`src/rtl/bs_select_scheduler.sv`:
```
// Double-banked time-slot scheduler for the bitstream crossbar select bus.
// The host fills the shadow bank; the banks swap only at a schedule boundary.
module bs_select_scheduler #(
   parameter int BS        = 8,
   parameter int NUM_BS    = 256,
   parameter int NUM_SLOTS = 16,
   localparam int SEL_W    = $clog2(NUM_BS),
   localparam int SLOT_W   = $clog2(NUM_SLOTS),
   localparam int LANE_W   = $clog2(BS)
) (
   input  logic                clk,
   input  logic                rst_n,
   input  logic                cfg_valid,
   output logic                cfg_ready,
   input  logic [SLOT_W-1:0]   cfg_slot,
   input  logic [LANE_W-1:0]   cfg_lane,
   input  logic [SEL_W-1:0]    cfg_sel,
   input  logic                cfg_commit,
   input  logic [SLOT_W:0]     cfg_len,
   input  logic                start,
   input  logic                stop,
   input  logic                tick,
   output logic [SEL_W*BS-1:0] bs_select,
   output logic [SLOT_W-1:0]   slot,
   output logic                running,
   output logic                commit_pending,
   output logic                swap_done,
   output logic                err
);

   typedef enum logic [1:0] {
      IDLE,
      RUN,
      DRAIN
   } state_t;

   localparam logic [SLOT_W:0] MAX_LEN = (SLOT_W+1)'(NUM_SLOTS);

   state_t state, state_nx;

   logic [SEL_W-1:0] mem [2][NUM_SLOTS][BS];
   logic             bank;
   logic [SLOT_W:0]  active_len;
   logic [SLOT_W:0]  shadow_len;

   logic              adv;
   logic              wrap;
   logic              swap;
   logic              wr_en;
   logic              len_ok;
   logic              commit_ok;
   logic              bank_nx;
   logic [SLOT_W-1:0] slot_nx;
   logic [SEL_W*BS-1:0] sel_nx;

   assign cfg_ready = !commit_pending;
   assign running   = (state != IDLE);
   assign wr_en     = cfg_valid && cfg_ready;
   assign len_ok    = (cfg_len != '0) && (cfg_len <= MAX_LEN);
   assign commit_ok = cfg_commit && len_ok && !commit_pending;

   assign adv  = tick && (state != IDLE);
   assign wrap = adv && ({1'b0, slot} == active_len - 1'b1);
   // An idle block has no boundary to wait for, so a pending swap lands at once.
   assign swap = commit_pending && ((state == IDLE) || wrap);

   assign bank_nx = swap ? !bank : bank;

   always_comb begin
      slot_nx = slot;
      if (swap || wrap) begin
         slot_nx = '0;
      end else if (adv) begin
         slot_nx = slot + 1'b1;
      end
   end

   // The bank being read is never the one being written on the same edge.
   always_comb begin
      sel_nx = '0;
      for (int i = 0; i < BS; i++) begin
         sel_nx[SEL_W*i +: SEL_W] = mem[bank_nx][slot_nx][i];
      end
   end

   always_comb begin
      state_nx = state;
      unique case (state)
         IDLE: begin
            if (start && !stop) state_nx = RUN;
         end
         RUN: begin
            if (stop) state_nx = wrap ? IDLE : DRAIN;
         end
         DRAIN: begin
            if (start && !stop) state_nx = RUN;
            else if (wrap)      state_nx = IDLE;
         end
         default: state_nx = IDLE;
      endcase
   end

   always_ff @(posedge clk or negedge rst_n) begin
      if (!rst_n) state <= IDLE;
      else        state <= state_nx;
   end

   always_ff @(posedge clk or negedge rst_n) begin
      if (!rst_n) begin
         bank           <= 1'b0;
         active_len     <= (SLOT_W+1)'(1);
         shadow_len     <= (SLOT_W+1)'(1);
         slot           <= '0;
         bs_select      <= '0;
         commit_pending <= 1'b0;
         swap_done      <= 1'b0;
         err            <= 1'b0;
      end else begin
         bank      <= bank_nx;
         slot      <= slot_nx;
         bs_select <= sel_nx;
         swap_done <= swap;
         err       <= cfg_commit && !commit_ok;
         if (commit_ok) begin
            shadow_len     <= cfg_len;
            commit_pending <= 1'b1;
         end else if (swap) begin
            commit_pending <= 1'b0;
         end
         if (swap) active_len <= shadow_len;
      end
   end

   always_ff @(posedge clk or negedge rst_n) begin
      if (!rst_n) begin
         for (int b = 0; b < 2; b++)
            for (int s = 0; s < NUM_SLOTS; s++)
               for (int l = 0; l < BS; l++)
                  mem[b][s][l] <= '0;
      end else if (wr_en) begin
         mem[!bank][cfg_slot][cfg_lane] <= cfg_sel;
      end
   end

endmodule

```
`config.mk`:
```
export PLATFORM = sky130hd
export DESIGN_NAME = bs_select_scheduler
export DESIGN_NICKNAME = d
export VERILOG_FILES = /design/src/rtl/bs_select_scheduler.sv
export SDC_FILE = /design/constraint.sdc
export NUM_CORES = 2
export LEC_CHECK = 0
export CAP_MARGIN = 30
export CORE_ASPECT_RATIO = 0.5
export CORE_MARGIN = 2
export CORE_UTILIZATION = 57
export DETAILED_ROUTE_END_ITERATION = 8
export GPL_ROUTABILITY_DRIVEN = 0
export MAX_ROUTING_LAYER = met4
export PLACE_DENSITY = 0.75
export SYNTH_ARGS = -nofsm -noshare
export SYNTH_HDL_FRONTEND = slang
export SYNTH_SLANG_ARGS = --single-unit
export TNS_END_PERCENT = 100
```
`constraint.sdc`:
```
create_clock -name clk -period 3 [get_ports clk]
set_input_delay 0.9 -clock clk [delete_from_list [all_inputs] [get_ports clk]]
set_output_delay 0.9 -clock clk [all_outputs]
set_load 0.01 [all_outputs]
```
* After elaboration in Yosys (flattened, before gate mapping)
Index checks and enable logic that the tools add are counted.
** Storage, ports and cells
- Logic and storage cells :: 334
- Memories kept :: 0
- Latch bits :: 0
- Register bits after elaboration :: 2132
- ROM bits :: 0
- RAM bits :: 0
** Operators by class
- Divide/modulo/power cells :: 0
- Reduce and logical (&&, ||, !) cells :: 23
- Bitwise gates (word level) :: 5
- $add $sub $neg :: 2
- Eq/ne operators :: 6
- $lt $le $gt $ge :: 9
- Shift operators :: 0
- Muxes and demuxes :: 24
- Multiply operators :: 0
** Operators with widths (number)
- 1024-bit two-way mux :: 4
- 2048-bit bitwise mux :: 1
- 1024-bit demux with 1-bit select :: 1
- 64-bit binary-select mux with 4-bit select :: 1
- 64-bit demux with 4-bit select :: 1
- 64-bit two-way mux :: 3
- 8-bit demux with 3-bit select :: 1
- 1-bit logical AND :: 12
- 5-bit greater-or-equal comparator, second input constant :: 2
- 2-bit two-way mux :: 5
- 4-bit NOT with 5-bit output :: 2
- 4-bit two-way mux :: 2
- 8-bit two-way mux :: 1
- 2-bit one-hot mux with 3 select lines :: 1
- 4-bit by 5-bit equality test with 1-bit output :: 1
- 5-bit less-or-equal comparator, second input constant :: 1
- 5-bit by 1-bit less-than comparator with 1-bit output, second input constant :: 1
- 5-bit nonzero test :: 1
- 5-bit by 1-bit subtractor with 5-bit output, second input constant :: 1
- 4-bit by 1-bit adder with 4-bit output, second input constant :: 1
- 2-bit greater-or-equal comparator, second input constant :: 2
- 4-bit greater-or-equal comparator, second input constant :: 1
- 1-bit zero test :: 4
- 4-bit by 1-bit less-than comparator with 1-bit output, second input constant :: 1
- 13 further kinds :: 18

* Logic depth before layout (Yosys ltp)
- Word-level depth :: 13
- Mapped depth :: 16

* Least setup slack after synthesis
OpenSTA, ideal clock, no wires.
- Kind :: register to register
- Start :: reg active_len[0]
- End :: reg bs_select[16]
- Clock period less this slack :: 3.212 ns
- Arrival time :: 3.066 ns
- Cell stages (with the launch flop) :: 15
- Library setup time :: 0.147 ns
- Buffers on the path :: 3
- Path slack :: -0.212 ns
- Path through :: dfstp_2 > inv_1 > ha_1 > nand3b_1 > a21o_1 > a2111oi_4 > nor3_1 > buf_6 > nor2_8 > buf_6 > buf_2 > mux2_2 > a221oi_1 > a311o_1 > o41ai_2
** On the way
- Cells in the longest elaborated chain, start to end :: 13
- Elaborated cells between the ends (all ways) :: 16
- Those cells by class :: add/sub: 1; eq/ne: 1; mux: 8; bitwise: 2; reduce/logical: 4
** RTL lines
- start, declared :: line 43 : logic [SLOT_W:0] active_len;
- start signal, assigned :: line 111 : active_len <= (SLOT_W+1)'(1);
- start signal, assigned :: line 130 : if (swap) active_len <= shadow_len;
- 5-bit by 1-bit subtractor with 5-bit output (*) :: line 63 : assign wrap = adv && ({1'b0, slot} == active_len - 1'b1);
- 4-bit by 5-bit equality test with 1-bit output (*) :: line 63
- 1-bit logical AND (*) :: line 63
- 1-bit logical OR :: line 65 : assign swap = commit_pending && ((state == IDLE) || wrap);
- 1-bit logical AND :: line 65
- 1-bit two-way mux :: line 67 : assign bank_nx = swap ? !bank : bank;
- 1-bit NOT with 2-bit output (implied by the code) :: line 82 : sel_nx[SEL_W*i +: SEL_W] = mem[bank_nx][slot_nx][i];
- 1024-bit two-way mux (implied by the code) (3 in a row) :: line 82
- 64-bit binary-select mux with 4-bit select (*) :: line 82
- 64-bit two-way mux (*) (2 in a row)
- net sel_nx[16] :: line 54 : logic [SEL_W*BS-1:0] sel_nx;
- end signal, assigned :: line 121 : bs_select <= sel_nx;
- end, declared :: line 23 : output logic [SEL_W*BS-1:0] bs_select,
The timed path passes the listed nets; every way through them passes the cells marked *. The select of a mux whose other input is x is not followed.
A chain may end at the register's enable or synchronous reset.

* Worst setup path in the final report
- Start :: reg active_len[0]
- End :: reg bs_select[3]
The elaborated chain is that of the path after synthesis.

==> summary.txt <==
Synthesis
  – Gate Count Post-Synth: 8042
  – Synthesized net count: 8071
  – Synth warn: 0
  – Ys async rst share: 100.0%
  – Post-synth EDFFs: 0
  – Register area share after synthesis: 54.21%
  – Synth Cell Area: 98410 um2
  – Distinct cells, synth: 52
  – Dominant synthesized flop cell: dfrtp_1
  – Post-synthesis register bit count: 2132
  – Avg Cell Area, Syn: roughly 12 um2

Route
  – DRT Wirelength: 298.4 mm
  – Antenna Nets Post-Route: 0
  – Via count: 72260
  – DRC: 0
  – Vias/cell: 6.494
  – Initial drt markers: 8300
  – Avg WL per Cell: 26.82 um
  – TritonRoute pass-1 iters: 6

Layout
  – Most common cell after layout, fill and taps aside: mux2_2
  – Nets@finish: 8711
  – Commonest non-fill, non-tap cells in the layout: mux2_2, dfrtp_1, nand2_1, buf_4, a21oi_1
  – Filler cell count: 11500
  – Fraction of layout cells with a size suffix above 1: 42.97%
  – P&R area growth vs syn: 20.18%
  – Design Area, Final: 118300 um2

Power
  – Leak: roughly 56 nW
  – Gate power share: between 30% and 40%
  – Clock power share: between 20% and 30%
  – Switching share of power: 33.94%
  – Total chip power: approximately 89 mW
  – Int Power: approximately 59 mW
  – Peak VDD IR: 0.5223 mV
  – PD cells: ~750 nW/um2
  – Net Switching: 30.16 mW
  – Register share of total power: between 30% and 40%

Timing
  – Slew Limit Fails: 0
  – Min Clock Period, post-route: around 3.7 ns
  – Final setup margin: -0.7340 ns
  – Normalized max-slew margin: between 30% and 40%
  – Final Skew: 0.05145 ns
  – Worst-margin pin slew: between 0.9 and 1 ns
  – Period utilisation layout: 124.5%
  – Final hold vios: 0
  – Setup_tns: -39.15 ns
  – Max Fclk: between 0.2 and 0.3 GHz
  – Finish-stage setup viols: 64
  – Unrepaired setup endpoints after global routing: true

Status
  – Violated checks: setup timing
  – Status: finished, violations left

Global route
  – Vias in the first global route: 73140
  – Tot GR Track Use: between 30% and 40%
  – GRT overflow: 0
  – GRT Max-Usage Layer: met2
  – Met3 Use GR: 6.694%
  – First-pass GRT wire length: between 400 and 500 mm
  – Initial antenna violation count: 8
  – Pin count of the biggest net entering global routing: approximately 170
  – GR Util met1: 47.49%
  – Met2 usage: 50.72%

Floorplan
  – Die X: 591.6 um
  – I/O pins: 100
  – Row count: 107
  – Die height: between 200 and 300 um
  – Core Box Area: 170800 um2
  – Initial core utilization: 57.61%
  – Total Die Area: 176200 um2

Clocking
  – Clk buf depth: 4
  – CTS tree: built
  – Clock H-tree levels: 4
  – Reg clk slew, reported paths: 0.07 ns
  – Post-CTS Hold Buffers: 0
  – CTS Sinks: approximately 2100
  – Clock buffer count from CTS: slightly below 200
  – Clk Tree Root Cell: clkbuf_16
  – Clock latency on the worst-skew pair: between 0.8 and 0.9 ns

Worst setup path
  – Crit-path max cell delay: 0.53 ns
  – Cell Chain, Critical Path: inv_2, ha_4, nand3b_1, a21o_1, buf_6, a2111o_1, a21oi_4, nor2_8, buf_12, buf_12, buf_4, buf_4, nand2_1, a21oi_1, nor4_4, o41ai_2
  – Critical path peak fanout: 35
  – CP arrival: around 4.4 ns
  – Worst Path Buf+Inv: 6
  – CP Launch Type: flop
  – Critical Path RT: 3.69 ns
  – Crit. End Element: flop
  – CP top delay family: compound AO/OA/AOI/OAI gates
  – CP Class: flop to flop
  – R2R setup slack: -0.73 ns
  – Slowest cell on crit path: dfstp_2

Placed design
  – Pre-CTS WS: -1.428 ns
  – Post-DP HPWL: 188.2 mm
  – Dpl cell area: 109800 um2
  – Port Buffers: ~100

Min path
  – Hold Path Class: primary input to asynchronous set/reset pin

Run
  – Max cap viols: 0
## power by group through the flow
| stage | registers, mW | clock network (mW) | logic [mW] |
|---|---|---|---|
| after floorplan | 32.8 | 0 | 13.5 |
| after global placement | 33.3 | 0 | 26.3 |
| after detailed placement | 33.4 | 0 | 26.6 |
| after CTS | 32.9 | 26.0 | 27.5 |
| after global routing | 33.1 | 27.2 | 31.0 |
| final | 33.0 | 25.9 | 30.0 |
## cell usage after synthesis, types with 10 or more instances
library cell / count / share of area (%)
mux2_2: 2180 / 25
dfrtp_1: 2130 / 54
nand2_1: 770 / 2.9
clkbuf_1: 511 / 1.9
a21oi_1: 510 / 2.6
nand3_1: 265 / 1.3
o21ai_0: 262 / 1.3
mux2i_1: 261 / 2.7
nor4_1: 191 / 1.2
o22ai_1: 129 / 0.82
nor2_1: 123 / 0.47
buf_2: 117 / 0.60
nand4_1: 66 / 0.42
a31oi_1: 65 / 0.41
and3_1: 65 / 0.41
o211ai_1: 64 / 0.49
a221oi_1: 63 / 0.56
a311o_1: 63 / 0.64
o41ai_2: 54 / 0.89
buf_4: 33 / 0.25
buf_1: 21 / 0.080
nand2b_1: 12 / 0.076
nor3_1: 12 / 0.061
o41ai_1: 10 / 0.089
## flip-flops by register name, indices dropped and copies added, names as in the netlist, 2 cells and up
name / cells
state: 2
bs_select: 64
slot: 4
shadow_len: 5
active_len: 5
mem: 2048
## metal layers
layer | up-vias | routed length, um
met5 | - | 0
met3 | 620 | 27770
li1 | 30610 | -
met1 | 37600 | 124900
met4 | 0 | 9496
met2 | 3430 | 136200
## cell families (layout without fill, tap and decap cells)
logic type | Yosys count | count (layout) | synth area share [%]
AOI/OAI and AO/OA | 1234 | 1234 | 7.984
xor gates and xnor gates | 9 | 9 | 0.08009
adders and majority gates | 2 | 2 | 0.02542
buffers and inverters | 700 | 1485 | 3.006
DFF | 2132 | 2132 | 54.21
muxes | 2441 | 2441 | 27.60
other | 0 | 10 | 0
and+or+nand+nor | 1524 | 1524 | 7.091
## what timing repair did
item	4_1_cts	5_1_grt
gates resized for setup	151	126
gates cloned	2	14
setup endpoints to repair	69	64
buffers inserted	4	17
pin swaps	34	51
## through the flow
stage	hold WS (ns)	instances	util, %
6_report	0.1878	11130	69.23
5_1_grt	0.1917	11120	69.22
4_1_cts	0.1654	11090	68.56
3_5_place_dp	0.4735	10740	64.30
3_3_place_gp	0.4617	10740	64.30
2_1_floorplan	0.4331	8042	-
## final timing paths
| kind | endpoint | from | depth (start not counted) |
|---|---|---|---|
| max | bs_select[3] | active_len[0] | 16 |
| min reg2reg | active_len[3] | shadow_len[3] | 2 |
| max reg2reg | bs_select[3] | active_len[0] | 16 |
| min | mem[615] | rst_n | 2 |
| max in group asynchronous | mem[1194] | rst_n | 2 |
| min in group clk | active_len[3] | shadow_len[3] | 2 |
## cell type report
type | count | area, um2 | share of cell area, %
Antenna cell | 10 | 25.02 | 0.02116
Tap cell | 2289 | 2864 | 2.422
Clock buffer | 284 | 5703 | 4.822
Inverter | 10 | 57.56 | 0.04867
Multi-Input combinational cell | 5210 | 43350 | 36.66
Clock inverter | 57 | 797.0 | 0.6739
Sequential cell | 2132 | 53360 | 45.12
Timing Repair Buffer | 1134 | 12110 | 10.24
(Power assumes the default switching activity.)
